===== src/rtl/uart_tx_queue_pkg.sv =====
// Shared definitions for the UART transmit queue: handshake FSM encoding,
// UART status polarity and timeout-counter sizing.
package uart_tx_queue_pkg;

    typedef enum logic [1:0] {
        StIdle     = 2'd0,
        StLoad     = 2'd1,
        StWaitBusy = 2'd2,
        StWaitIdle = 2'd3
    } tx_state_e;

    localparam logic TX_STATUS_IDLE = 1'b1;

    // Counter only needs to reach ACK_TIMEOUT-2 (see the WAIT_BUSY compare).
    function automatic int unsigned tmr_width(input int unsigned timeout);
        return (timeout <= 2) ? 1 : $clog2(timeout);
    endfunction

endpackage


===== src/rtl/uart_tx_queue_sync_fifo.sv =====
// Circular byte buffer with a separately tracked count, flush and a sticky
// overflow flag. Read data is the byte at the head of the queue.
module uart_tx_queue_sync_fifo #(
    parameter int unsigned DEPTH  = 16,
    parameter int unsigned ADDR_W = 4
) (
    input  logic            i_clk,
    input  logic            i_rst,
    input  logic            i_push,
    input  logic [7:0]      i_data,
    input  logic            i_pop,
    input  logic            i_flush,
    input  logic            i_clr_ovf,
    output logic [7:0]      o_data,
    output logic [ADDR_W:0] o_count,
    output logic            o_full,
    output logic            o_empty,
    output logic            o_overflow
);

    localparam logic [ADDR_W:0] FULL_CNT = (ADDR_W + 1)'(DEPTH);

    logic [7:0]        r_mem [DEPTH];
    logic [ADDR_W-1:0] r_wr_ptr;
    logic [ADDR_W-1:0] r_rd_ptr;
    logic [ADDR_W:0]   r_count;
    logic              r_overflow;

    logic w_full;
    logic w_empty;
    logic w_push_ok;
    logic w_pop_ok;
    logic w_drop;

    assign w_full  = (r_count == FULL_CNT);
    assign w_empty = (r_count == '0);

    // Full is judged before any same-cycle pop; flush discards the push silently.
    assign w_push_ok = i_push & ~w_full & ~i_flush;
    assign w_pop_ok  = i_pop & ~w_empty & ~i_flush;
    assign w_drop    = i_push & w_full & ~i_flush;

    always_ff @(posedge i_clk) begin
        if (w_push_ok) begin
            r_mem[r_wr_ptr] <= i_data;
        end
    end

    always_ff @(posedge i_clk) begin
        if (i_rst) begin
            r_wr_ptr   <= '0;
            r_rd_ptr   <= '0;
            r_count    <= '0;
            r_overflow <= 1'b0;
        end else begin
            if (w_push_ok) begin
                r_wr_ptr <= r_wr_ptr + 1'b1;
            end

            if (i_flush) begin
                r_rd_ptr <= r_wr_ptr;
            end else if (w_pop_ok) begin
                r_rd_ptr <= r_rd_ptr + 1'b1;
            end

            if (i_flush) begin
                r_count <= '0;
            end else begin
                case ({w_push_ok, w_pop_ok})
                    2'b10:   r_count <= r_count + 1'b1;
                    2'b01:   r_count <= r_count - 1'b1;
                    default: r_count <= r_count;
                endcase
            end

            if (w_drop) begin
                r_overflow <= 1'b1;
            end else if (i_clr_ovf) begin
                r_overflow <= 1'b0;
            end
        end
    end

    assign o_data     = r_mem[r_rd_ptr];
    assign o_count    = r_count;
    assign o_full     = w_full;
    assign o_empty    = w_empty;
    assign o_overflow = r_overflow;

endmodule


===== src/rtl/uart_tx_queue.sv =====
// Transmit byte queue feeding the UART: buffers CPU writes and drains them one
// at a time through the TX_EN / TX_STATUS handshake, with an ack timeout.
module uart_tx_queue
    import uart_tx_queue_pkg::*;
#(
    parameter int unsigned DEPTH       = 16,
    parameter int unsigned ADDR_W      = 4,
    parameter int unsigned ACK_TIMEOUT = 64
) (
    input  logic            sysclk,
    input  logic            reset,
    input  logic            wr_en,
    input  logic [7:0]      wr_data,
    input  logic            flush,
    input  logic            clr_err,
    input  logic            TX_STATUS,
    output logic [7:0]      UART_TXD,
    output logic            TX_EN,
    output logic [ADDR_W:0] count,
    output logic            full,
    output logic            empty,
    output logic            busy,
    output logic            overflow,
    output logic            tx_err
);

    localparam int unsigned       TMR_W    = tmr_width(ACK_TIMEOUT);
    localparam logic [TMR_W-1:0]  TMR_LAST = TMR_W'(ACK_TIMEOUT - 2);

    tx_state_e        r_state;
    logic [7:0]       r_txd;
    logic             r_tx_en;
    logic [TMR_W-1:0] r_tmr;
    logic             r_tx_err;

    logic [7:0]      w_fifo_data;
    logic [ADDR_W:0] w_count;
    logic            w_full;
    logic            w_empty;
    logic            w_overflow;
    logic            w_uart_idle;
    logic            w_pop;
    logic            w_timeout;

    assign w_uart_idle = (TX_STATUS == TX_STATUS_IDLE);
    assign w_pop       = (r_state == StIdle) & ~w_empty & w_uart_idle & ~flush;
    // Counter is cleared in LOAD, so hitting TMR_LAST here lands ACK_TIMEOUT cycles after LOAD.
    assign w_timeout   = (r_state == StWaitBusy) & w_uart_idle & (r_tmr == TMR_LAST);

    uart_tx_queue_sync_fifo #(
        .DEPTH  (DEPTH),
        .ADDR_W (ADDR_W)
    ) u_fifo (
        .i_clk      (sysclk),
        .i_rst      (reset),
        .i_push     (wr_en),
        .i_data     (wr_data),
        .i_pop      (w_pop),
        .i_flush    (flush),
        .i_clr_ovf  (clr_err),
        .o_data     (w_fifo_data),
        .o_count    (w_count),
        .o_full     (w_full),
        .o_empty    (w_empty),
        .o_overflow (w_overflow)
    );

    always_ff @(posedge sysclk) begin
        if (reset) begin
            r_state  <= StIdle;
            r_txd    <= 8'h00;
            r_tx_en  <= 1'b0;
            r_tmr    <= '0;
            r_tx_err <= 1'b0;
        end else begin
            r_tx_en <= 1'b0;

            if (w_timeout) begin
                r_tx_err <= 1'b1;
            end else if (clr_err) begin
                r_tx_err <= 1'b0;
            end

            case (r_state)
                StIdle: begin
                    if (w_pop) begin
                        r_txd   <= w_fifo_data;
                        r_tx_en <= 1'b1;
                        r_state <= StLoad;
                    end
                end
                StLoad: begin
                    r_tmr   <= '0;
                    r_state <= StWaitBusy;
                end
                StWaitBusy: begin
                    if (!w_uart_idle) begin
                        r_state <= StWaitIdle;
                    end else if (w_timeout) begin
                        r_state <= StIdle;
                    end else begin
                        r_tmr <= r_tmr + 1'b1;
                    end
                end
                StWaitIdle: begin
                    if (w_uart_idle) begin
                        r_state <= StIdle;
                    end
                end
                default: r_state <= StIdle;
            endcase
        end
    end

    assign UART_TXD = r_txd;
    assign TX_EN    = r_tx_en;
    assign count    = w_count;
    assign full     = w_full;
    assign empty    = w_empty;
    assign busy     = (r_state != StIdle);
    assign overflow = w_overflow;
    assign tx_err   = r_tx_err;

endmodule


===== config.mk =====
export PLATFORM = sky130hd
export DESIGN_NAME = uart_tx_queue
export DESIGN_NICKNAME = d
export VERILOG_FILES = /design/src/rtl/uart_tx_queue_pkg.sv /design/src/rtl/uart_tx_queue_sync_fifo.sv /design/src/rtl/uart_tx_queue.sv
export SDC_FILE = /design/constraint.sdc
export NUM_CORES = 1
export LEC_CHECK = 0
export BUFFER_PORTS_ARGS = -buffer_cell sky130_fd_sc_hd__buf_4
export CAP_MARGIN = 0
export CORE_ASPECT_RATIO = 0.5
export CORE_MARGIN = 1.5
export CORE_UTILIZATION = 60
export CTS_BUF_LIST = sky130_fd_sc_hd__clkbuf_4
export DETAILED_ROUTE_END_ITERATION = 10
export HOLD_SLACK_MARGIN = 0.03
export PLACE_DENSITY = 0.85
export SLEW_MARGIN = 25
export SYNTH_ARGS = -nofsm -noshare
export SYNTH_HDL_FRONTEND = slang
export SYNTH_HIERARCHICAL = 1
export SYNTH_SLANG_ARGS = --single-unit

===== constraint.sdc =====
create_clock -name sysclk -period 6.14 [get_ports sysclk]
set_clock_uncertainty 0.2 [all_clocks]
set_input_delay 1.228 -clock sysclk [delete_from_list [all_inputs] [get_ports sysclk]]
set_output_delay 1.228 -clock sysclk [all_outputs]
set_load 0.02 [all_outputs]

[Yosys cells after proc, flatten, opt, wreduce, memory -nomap -nowiden]
Memory sizes are Yosys's and may differ from the RTL's. A register that Yosys moved wholly into a read port is not among the register bits.
Cells that the tools add are included.
Cells by class
  add/sub/neg operators: 5
  mux-type cells: 17
  eq/ne operators: 12
  reduce and logical (&&, ||, !) cells: 13
  bitwise logic cells: 15
Operators with widths (number)
  $mux 6: 2
  $pmux 6 s2: 1
  $reduce_bool 2->1: 6
  $and 1x1->1: 11
  $pmux 5 s2: 1
  $add 4x1->4 const B: 2
  $mux 2: 4
  $mux 4: 2
  $pmux 2 s4: 1
  $add 6x1->6 const B: 1
  $eq 2x2->1 const B: 3
  $eq 6x6->1 const B: 1
  $mux 1: 6
  $ne 2x2->1 const B: 3
  $reduce_and 3->1: 2
  $add 5x1->5 const B: 1
  $eq 5x5->1 const B: 1
  $logic_not 5->1: 1
  $sub 5x1->5 const B: 1
  $eq 2x1->1 const B: 2
  $not 1->1: 4
  $reduce_or 2->1: 2
  $ne 3x3->1 const B: 1
  $logic_not 2->1: 1
  other kinds (2): 2
Storage, ports and cells
  output and inout bits: 19
  memories kept: 1
  input bits: 14
  bits in writable memories: 128
  bits in registers: 24
Memories
  u_fifo.r_mem: words 16, bits a word 8, rd ports 1, clocked after Yosys merged registers in 1, wr ports 1, line uart_tx_queue_sync_fifo.sv:23  | logic [7:0] r_mem [DEPTH];

[Depth between registers and ports, before layout]
Gate-level depths: netlist (run 1).
  depth in word-level cells: 9
  gate-level depth with buffers: 14
  gate-level depth less buffers: 13

[Hierarchy]
The synthesis (run 1) kept the hierarchy.
Modules (own cells, without submodules)
  uart_tx_queue_sync_fifo: area an instance 5856.9 µm², seq. area each 4204.0 µm², instances 1, cells each 326
  uart_tx_queue: area an instance 860.8 µm², seq. area each 360.3 µm², instances 1, cells each 93

[Worst setup path after synthesis (run 1)]
OpenSTA, ideal clock, no wires.
  path kind: input port to flip-flop
  from: input port flush
  to: register u_fifo.r_count[4], in the netlist u_fifo/o_count[4]
  setup time: 0.072 ns
  setup slack: 2.252 ns
  stages: 12
  required time: 5.868 ns
  arrival time: 3.616 ns
  buffers on the path: 1
  cell sequence: or4b_4 > buf_6 > nor2_1 > o21ai_4 > nor2_1 > ha_1 > inv_1 > fa_1 > nand2b_1 > a21oi_1 > mux2i_1 > mux2i_1
On the way
  cells in the longest elaborated chain, start to end: 6
  elaborated cells between the ends (all ways): 10
  those cells by class: eq/ne: 2; mux: 1; bitwise: 5; reduce/logical: 2
RTL lines
  start, declared: line uart_tx_queue.sv:14  | input logic flush,
  $not 1->1 (*): line uart_tx_queue.sv:46  | assign w_pop = (r_state == StIdle) & ~w_empty & w_uart_idle & ~flush;
  $and 1x1->1 (*): line uart_tx_queue.sv:46
  named net w_pop: line uart_tx_queue.sv:42  | logic w_pop;
  $and 1x1->1 (*) (2 in series): line uart_tx_queue_sync_fifo.sv:40  | assign w_pop_ok = i_pop & ~w_empty & ~i_flush;
  $eq 2x1->1 or $eq 2x2->1 (tied branches): line uart_tx_queue_sync_fifo.sv:69  | case ({w_push_ok, w_pop_ok})
  $pmux 5 s2 or $reduce_bool 2->1 (tied branches)
  end signal, assigned: line uart_tx_queue_sync_fifo.sv:70  | 2'b10: r_count <= r_count + 1'b1;
  end signal, assigned: line uart_tx_queue_sync_fifo.sv:71  | 2'b01: r_count <= r_count - 1'b1;
  end signal, assigned: line uart_tx_queue_sync_fifo.sv:72  | default: r_count <= r_count;
  end, declared: line uart_tx_queue_sync_fifo.sv:26  | logic [ADDR_W:0] r_count;
Mark *: on every way through the listed nets, which the timed path passes. The rest lies on a longest branch.
A chain may end at the register's enable or synchronous reset.

[Final worst setup path (run 1)]
Same ends and word-level chain as after synthesis.

==> metrics.txt, run 1 <==
Worst IR Drop VDD=144.4 uV; Clock Sinks=between 150 and 200; share of layout cells above drive strength 1=0.2425; Synthesized Nets=445; Placed Cells incl. Taps=580; largest net degree at the start of global routing=33; Setup Buffers After CTS=0; clk root buf=clkbuf_4; Post-synth top cells=128 x edfxtp_1, 36 x dfxtp_1, 32 x mux4_2, 28 x nor2_1, 17 x a21oi_1; CP Class=in2reg; CP Capture Type=flip-flop; top-area cell type share of the netlist area=0.5722; sequential share of the synthesized area=0.6795; synth top area cells=edfxtp_1 57%, dfxtp_1 11%, mux4_2 11%; # IOs=33; Post-synth ARST share=0; full die area=11880 um2; status=complete, no violations; distinct cell type count after synthesis=61; # H-tree levels=4; Syn-to-layout area delta=10.71%; Chip Width=152.6 um; CTS Buf Count=17; Setup violations, final=0; Period minus WS final=roughly 3.8 ns; Clock Path Buffers=2; setup TNS=0 ns; Avg Inst Size Synth=between 15 and 20 um2; CP required=6.41 ns; Worst Tran Pin Value=1.016 ns; Multi-input gate area=2009 um2; Core Rows=27; Detail Route Antenna Nets=0; hold_buf cts=0; post-route insts no fill=612; initial core utilization=0.6137; clk slew on worst S/H paths=0.13 ns; Initial DRC Count=414; number of synthesized flops with an enable pin=128; Hold Violations, Final=0; Worst-Skew Late Latency=0.52 ns; Post-Synthesis Cells=roughly 420; Final Cycle Share=0.6227; via count=3785; post-synth top area cell=edfxtp_1; r2r setup slk=2.39 ns; wire length per cell=21.27 um; most common cell in the netlist=edfxtp_1; grt ovf=0; 1st-pass router iterations=5; fmax=261.5 MHz; Synth Flop Type=edfxtp_1; Final #Nets=480; CTS tree=yes; pwr dens=280.1 nW/um2; type of origin of the critical path=input pin; Yosys warnings=6; antenna violations before repair=1; fin. max-slew vios=0; crit-path max FO=13; post-cts resize count=0; Slew Limit Headroom=0.3199; Lkg Pwr=2.489 nW; Die Height=roughly 78 um; DRC viols=0; core area=about 11000 um2; synthesized flop and latch total=164; Post-Syn Area=between 6000 and 7000 um2; Storage cell area=4566 um2; Arrival @ worst endpoint=4.09 ns; Routed WL=13020 um; placer congestion estimate=between 0.8 and 0.9; max-cap viol count=0; vias in the first global route=3668; first-pass GRT wire length=20070 um; hpwl dp=approximately 8300 um; Tot GR Track Use=0.2305; RSZ-0062 raised after global routing=false; Vias/cell=approximately 6.2; worst min path class=reg2reg; IO Port Bufs=32; Filler Cells Inserted=731
flip-flops by register name, summed over array words and instances, names as in the netlist, named ones only:
| name | cells |
|---|---|
| UART_TXD | 8 |
| u_fifo/o_overflow | 1 |
| u_fifo/r_rd_ptr | 4 |
| TX_EN | 1 |
| u_fifo/r_wr_ptr | 4 |
| r_tmr | 6 |
| r_state | 2 |
| u_fifo/r_mem | 128 |
| u_fifo/o_count | 5 |
| tx_err | 1 |
per-stage QoR:
stage	area (um2)	hold slack, ns	utilization	total power [mW]	setup slack [ns]
final	7437	0.2898	0.6795	2.083	2.316
after global routing	7437	0.3283	0.6795	2.143	2.152
after CTS	7435	0.2875	0.6792	2.094	2.391
after detailed placement	7072	0.2696	0.6461	1.346	1.828
after global placement	7072	0.2584	0.6461	1.341	1.917
after floorplan	6718	0.2489	-	1.305	2.252
worst max-delay path: stages:
cell      delay, ns
buf_4          0.16
or4b_4         0.59
nor2_1         0.25
o21ai_4        0.12
nor2_1         0.16
ha_1           0.29
inv_1          0.10
fa_1           0.40
nand2b_1       0.17
a21oi_1        0.17
mux2i_1        0.25
mux2i_1        0.19
report_power, final:
part           internal (mW)  total [mW]  switching [mW]  leakage [nW]
logic                 0.0461       0.113          0.0667         0.871
registers               1.20        1.21         0.00616          1.45
clock network          0.401       0.761           0.360         0.173
routing by layer:
layer	share of wire	GRT usage	up-vias
met5	0	0	-
met4	0.010	0.07308	0
met3	0.060	0.04246	15
met2	0.48	0.3721	131
met1	0.45	0.3240	1932
li1	-	-	1707
area by class of cell:
type | count | share of cell area
Inverter | 16 | 0.008075
Antenna cell | 1 | 0.0003365
Tap cell | 145 | 0.02439
Clock buffer | 17 | 0.01716
Clock inverter | 14 | 0.03163
Multi-Input combinational cell | 221 | 0.2702
Timing Repair Buffer | 34 | 0.03432
Sequential cell | 164 | 0.6139
placed cells by master, fill, tap and decap left out, types with 11 or more instances in the layout:
cell type	n
edfxtp_1	128
dfxtp_1	35
buf_4	34
mux4_2	32
nor2_1	28
a21oi_1	17
clkbuf_4	17
a22oi_1	16
inv_1	15
and2_1	15
nand3_1	14
nand2_1	13
ha_1	11
logic make-up (layout without fill, tap and decap cells):
family,Yosys count,in the layout,synth area share
DFF,164,164,0.6795
and+or+nand+nor,102,102,0.08382
AOI/OAI and AO/OA,63,63,0.06668
muxes,38,38,0.1173
buffers and inverters,34,81,0.02142
adders and majority gates,12,12,0.02347
xor gates and xnor gates,6,6,0.007823
other,0,1,0
final timing paths:
check                     from                end  cells after the start
min reg2reg        UART_TXD[2]        UART_TXD[2]                      2
max                      flush  u_fifo/o_count[4]                     12
max reg2reg  u_fifo/o_count[0]  u_fifo/o_count[4]                     13
min                UART_TXD[2]        UART_TXD[2]                      2
Power figures use the tool's default switching activity.
==> run 2, diff against run 1 <==
ABC_AREA = 1   (was default)
CORE_UTILIZATION = 57   (was 60)
clock period = 3.1 ns   (was 6.14 ns; I/O delays follow)
==> run 2 against run 1 <==
Compared with the run above:
- first-iteration DRC count rose by 45%
- total power increased by 97%
- via count increased by 36%
- global-route usage up 1.0 points
- setup slack got worse by 2.1 ns
- clock power increased by 75%
- non-clock buffer count grew 23
- synthesized cell count rose by 58%
- sequential power increased by 100%
- register-to-register slack worse by 2.1 ns
- die area up 11%
- synthesized area is 5.7% higher
- critical endpoint unchanged
- largest cell class unchanged
==> metrics.txt, run 2 <==
CTS tree=yes; Worst-Skew Late Latency=0.55 ns; Yosys warnings=6; worst setup path endpoint=u_fifo/o_count[4]; hpwl dp=about 9600 um; largest net degree at the start of global routing=between 40 and 50; initial core utilization=0.5928; antenna violations before repair=1; Register-to-Register Path Depth=19; Die Height=81.94 um; sequential share of the synthesized area=0.6426; Lkg Pwr=2.995 nW; Syn-to-layout area delta=11.41%; Vias/cell=5.756; dpl ws=0.1758 ns; Most common cell on crit path=nand2_1; core area=11980 um2; Hold Violations, Final=0; Chip Width=160.9 um; Placement Cell Area=7589 um2; status=complete, no violations; placer congestion estimate=slightly above 0.8; # H-tree levels=4; Clock Sinks=164; Period minus WS final=2.865 ns; number of synthesized flops with an enable pin=128; share of layout cells above drive strength 1=0.1570; full die area=approximately 13000 um2; CTS Buf Count=17; Worst Tran Pin Value=0.7649 ns; most frequent cells in the layout=128 x edfxtp_1, 109 x nand2_1, 96 x inv_1; Clock Path Buffers=2; Post-synth top cells=128 x edfxtp_1, 109 x nand2_1, 96 x inv_1, 66 x nand3_1, 54 x nor2_1; Post-Syn Area=7103 um2; wire length per cell=17.24 um; Synthesized Nets=690; Post-Synthesis Cells=664; Worst R2R End=u_fifo/o_count[4]; Reg2Reg Launch Point=u_fifo/o_count[1]; synthesized flop and latch total=164; Final Cycle Share=0.9243; crit-path max FO=6; 1st-pass router iterations=6; Setup violations, final=0; CP Capture Type=flip-flop; Slew Limit Headroom=0.4895; first-pass GRT wire length=23520 um; type of origin of the critical path=input pin; Avg Inst Size Synth=~11 um2; clk slew on worst S/H paths=0.14 ns; CP required=3.33 ns; Final #Nets=between 700 and 800; Post-synth ARST share=0; RSZ-0062 raised after global routing=false; Placed Cells incl. Taps=~860; vias in the first global route=4705; Power, Total=4.103 mW; fmax=349.0 MHz; cells along the critical path=dlygate4sd3_1 > buf_4 > nor3b_2 > nand2_2 > clkinv_2 > nand2_1 > nor2_1 > ha_2 > inv_1 > fa_1 > inv_1 > nand2_1 > nand2_1 > nand2_1 > nand2_1 > nand2_1 > nand2_1 > a21oi_1; Core Rows=28; grt ovf=0; Setup crit start=TX_STATUS; max-cap viol count=0; clk root buf=clkbuf_4; crit-path leading delay family=simple AND/OR/NAND/NOR gates; Biggest register=u_fifo/r_mem; via count=5134; Filler Cells Inserted=around 900; Worst IR Drop VDD=~350 uV; slowest CP cell=dlygate4sd3_1; synth top area cells=edfxtp_1 54%, dfxtp_1 10%, nand2_1 5.8%; Tot GR Track Use=0.2408; r2r setup slk=0.28 ns; fin worst setup slack=0.2346 ns; Detail Route Antenna Nets=0; Arrival @ worst endpoint=3.10 ns; CP Class=in2reg; post-route insts no fill=892; distinct cell type count after synthesis=33; # IOs=33; Crit path largest cell delay=approximately 0.52 ns; post-synth top area cell=edfxtp_1; IO Port Bufs=32; fin. max-slew vios=0; pwr dens=518.4 nW/um2; Critical Path Stages=18; Initial DRC Count=601; worst min path class=in2reg; DRC viols=0; most common cell after layout, fill and taps aside=edfxtp_1; most common cell in the netlist=edfxtp_1; setup TNS=0 ns; Routed WL=15380 um; worst path bufs/invs=5; top-area cell type share of the netlist area=0.5411; Post-Layout Inst Area=7914 um2; Synth Flop Type=edfxtp_1; max reg flops=128
==> run 2: worst min path at each step <==
stage	startpoint	end	slack [ns]	cells after the start
6_report	clr_err	tx_err	0.13	4
5_1_grt	reset	r_tmr[1]	0.1	2
4_1_cts	TX_STATUS	r_state[1]	0.05	2
3_5_place_dp	tx_err	tx_err	0.25	2
3_3_place_gp	tx_err	tx_err	0.26	2
2_1_floorplan	r_tmr[0]	r_tmr[0]	0.25	1
==> run 2: worst reg2reg max path: stages, from the launching register on <==
cell and delay (ns):
dfxtp_1 0.42, nor2_1 0.09, nand3_1 0.09, inv_1 0.07, nor3b_2 0.23, nand2_2 0.08, clkinv_2 0.05, nand2_1 0.13
nor2_1 0.13, ha_2 0.24, inv_1 0.09, fa_1 0.41, inv_1 0.07, nand2_1 0.05, nand2_1 0.07, nand2_1 0.06
nand2_1 0.06, nand2_1 0.06, nand2_1 0.07, a21oi_1 0.06
==> run 2: repair_timing <==
item	in CTS	in global routing
hold buffers	0	1
setup endpoints to repair	0	1
hold endpoints to repair	0	1
gates resized for setup	0	2
setup buffers	0	0
==> run 2: per-stage QoR <==
stage,hold slack [ns],util
after floorplan,0.2503,-
after global placement,0.2553,0.6334
after detailed placement,0.2547,0.6334
after CTS,0.05202,0.6591
after global routing,0.09534,0.6605
final,0.1316,0.6605
==> run 2: cell families (layout without fill, tap and decap cells) <==
group | after synthesis | count (layout) | synth area share
other | 0 | 1 | 0
buffers and inverters | 126 | 188 | 0.07469
adder cells (fa/ha/maj) | 12 | 12 | 0.02219
AND/OR/NAND/NOR | 241 | 241 | 0.1451
flip-flops | 164 | 164 | 0.6426
AO/OA/AOI/OAI | 118 | 118 | 0.1117
XOR/XNOR | 3 | 3 | 0.003700
==> run 2: area by class of cell <==
| class | count | area [um2] | share of cell area |
|---|---|---|---|
| diodes | 1 | 2.502 | 0.0003162 |
| clock buffers | 17 | 127.6 | 0.01613 |
| clock inverters | 15 | 181.4 | 0.02292 |
| inverters | 99 | 372.9 | 0.04711 |
| multi-input cells | 374 | 2011 | 0.2541 |
| flip-flops and latches | 164 | 4569 | 0.5774 |
| well taps | 165 | 206.4 | 0.02609 |
| repair buffers | 57 | 442.9 | 0.05597 |
==> run 2: routing by layer <==
| metal | share of wire | global-route usage |
|---|---|---|
| met1 | 0.41 | 0.3025 |
| met2 | 0.48 | 0.4034 |
| met3 | 0.086 | 0.06162 |
| met5 | 0 | 0 |
| met4 | 0.030 | 0.1074 |
==> run 2: power by group <==
| part | switching [mW] | internal (mW) |
|---|---|---|
| clock network | 0.767 | 0.565 |
| registers | 0.0320 | 2.39 |
| logic | 0.227 | 0.117 |
| total | 1.03 | 3.08 |
==> run 3, diff against run 2 <==
CORE_UTILIZATION = 55   (was 57)
CTS_BUF_LIST = default   (was sky130_fd_sc_hd__clkbuf_4)
CTS_CLUSTER_SIZE = 8   (was default)
PLACE_DENSITY = 0.75   (was 0.85)
==> run 3 against run 2 <==
Compared with the run above:
- maximum frequency is 0.12% lower
- hold slack better by 0.10 ns
- final cell count did not move
- die area grew 3.5%
- setup slack lost 0.0034 ns
- combinational power hardly changed
- global-route usage increased by 0.085 points
- sequential share of layout area is 2.0 points lower
- register-to-register slack worse by 0.05 ns
- design area up 3.6%
- clock-buffer cell count is 5 higher
==> metrics.txt, run 3 (synthesized netlist as in run 2, its figures left out) <==
1st-pass router iterations=5; hold path start=TX_STATUS; vias in the first global route=~4700; Clock Sinks=between 150 and 200; Worst IR Drop VDD=430.3 uV; cells along the critical path=nor2_1 > nand3_1 > inv_1 > nor3b_2 > nand2_2 > clkinv_2 > nand2_2 > nor2_1 > ha_2 > inv_1 > fa_1 > inv_1 > nand2_1 > nand2_1 > nand2_1 > nand2_1 > nand2_1 > nand2_1 > a21oi_1; CP Class=reg2reg; max reg flops=~130; Worst-Skew Late Latency=0.42 ns; r2r setup slk=0.23 ns; Arrival @ worst endpoint=2.98 ns; sw power=1.080 mW; slowest CP cell=dfxtp_1; sequential power share=0.488; clk slew on worst S/H paths=~0.06 ns; wire length per cell=17.49 um; max-cap viol count=0; DRC viols=0; hold_buf cts=0; Initial DRC Count=424; dpl ws=0.06639 ns; switching part of the total power=0.2169; hpwl dp=roughly 9400 um; Placement Cell Area=7574 um2; post-route insts no fill=slightly below 900; Most common cell on crit path=nand2_1; pwr dens=607.1 nW/um2; antenna violations before repair=0; Period minus WS final=2.869 ns; Core Rows=29; Detail Route Antenna Nets=0; Syn-to-layout area delta=15.43%; Filler Cells Inserted=between 900 and 1000; CP Capture Type=flip-flop; GR Layer Usage met2=0.3771; GR Layer Usage met3=0.07992; Register-to-Register Path Depth=19; crit-path leading delay family=simple AND/OR/NAND/NOR gates; CP required=3.21 ns; via count=4971; Storage cell area=4571 um2; Vias/cell=5.573; Biggest register=u_fifo/r_mem; post-layout util=0.6493; Setup crit start=u_fifo/o_count[1]; internal power=slightly below 4 mW; # IOs=33; Routed WL=15600 um; crit-path max FO=9; status=complete, no violations; Clock Path Buffers=2; fin. max-slew vios=0; fin worst setup slack=0.2312 ns; Clk pwr share=0.443; full die area=13650 um2; type of origin of the critical path=flip-flop; Critical Path Stages=19; clk root buf=clkbuf_16; Final #Nets=735; core area=about 13000 um2; Multi-input gate area=approximately 2000 um2; GR peak layer=met2; share of layout cells above drive strength 1=0.1510; Setup violations, final=0; Chip Width=163.7 um; Logic pwr share=0.070; Worst Tran Pin Value=0.8601 ns; ANT cells=0; CTS tree=yes; Crit path largest cell delay=roughly 0.40 ns; worst path bufs/invs=4; RSZ-0062 raised after global routing=false; Final Cycle Share=0.9254; met1 GRT Util=0.3203; grt ovf=0; Slew Limit Headroom=0.4260; Hold Violations, Final=0; worst setup path endpoint=u_fifo/o_count[4]; # H-tree levels=4; Post-Layout Inst Area=8199 um2; Placed Cells incl. Taps=between 800 and 900; IO Port Bufs=32; fmax=roughly 350 MHz; CTS Buf Count=17; largest net degree at the start of global routing=73; Tot GR Track Use=0.2417; Lkg Pwr=approximately 3.1 nW; most frequent cells in the layout=128 x edfxtp_1, 108 x nand2_1, 96 x inv_1; Reg2Reg Launch Point=u_fifo/o_count[1]; Worst R2R End=u_fifo/o_count[4]; first-pass GRT wire length=24290 um; initial core utilization=0.5625; setup TNS=0 ns; placer congestion estimate=about 0.83; worst min path class=in2reg; Die Height=around 83 um; most common cell after layout, fill and taps aside=edfxtp_1
[run 3: cell types whose count changed in the layout (fill, tap and decap cells not counted), moves of 2 or more]
cell | before | now
buf_4 | 55 | 52
clkbuf_16 | 0 | 17
clkinv_4 | 5 | 0
clkbuf_4 | 17 | 0
clkbuf_8 | 0 | 2
clkbuf_1 | 0 | 3
[run 3: timing repair]
| action | in CTS | in global routing |
|---|---|---|
| endpoints found under the hold margin | 0 | 0 |
| buffers inserted | 0 | 0 |
| gates resized for setup | 0 | 3 |
| setup endpoints to repair | 0 | 3 |
[run 3: worst min path at each step]
stage                        endpoint  slack [ns]  cells past startpoint
finish                     r_state[1]        0.23                      2
global route               r_state[1]        0.23                      2
CTS                        r_state[1]        0.22                      2
detailed placement             tx_err        0.27                      2
global placement    u_fifo/o_overflow        0.26                      2
floorplan                    r_tmr[0]        0.25                      1
[run 3: power by group through the flow]
stage | registers (mW) | clock network, mW | logic (mW)
floorplan | 2.47 | 0 | 0.221
global placement | 2.47 | 0 | 0.326
detailed placement | 2.47 | 0 | 0.336
CTS | 2.43 | 2.23 | 0.341
global route | 2.43 | 2.32 | 0.380
finish | 2.43 | 2.20 | 0.346
[run 3: metrics by stage]
| stage | total power [mW] | hold slack, ns |
|---|---|---|
| after floorplan | 2.693 | 0.2503 |
| after global placement | 2.799 | 0.2557 |
| after detailed placement | 2.810 | 0.2676 |
| after CTS | 4.997 | 0.2184 |
| after global routing | 5.127 | 0.2286 |
| final | 4.977 | 0.2336 |
[run 3: area by class of cell]
| type | count | area share |
|---|---|---|
| clock buffer | 22 | 0.05662 |
| clock inverter | 10 | 0.01892 |
| multi-input combinational | 374 | 0.2455 |
| timing repair buffer | 53 | 0.05005 |
| tap | 170 | 0.02594 |
| inverter | 99 | 0.04548 |
| sequential | 164 | 0.5575 |
[run 3: metal layers]
metal | routed length [um] | vias up
met3 | 1374 | 32
met5 | 0 | -
li1 | - | 2360
met1 | 6593 | 2378
met4 | 296 | 0
met2 | 7334 | 201
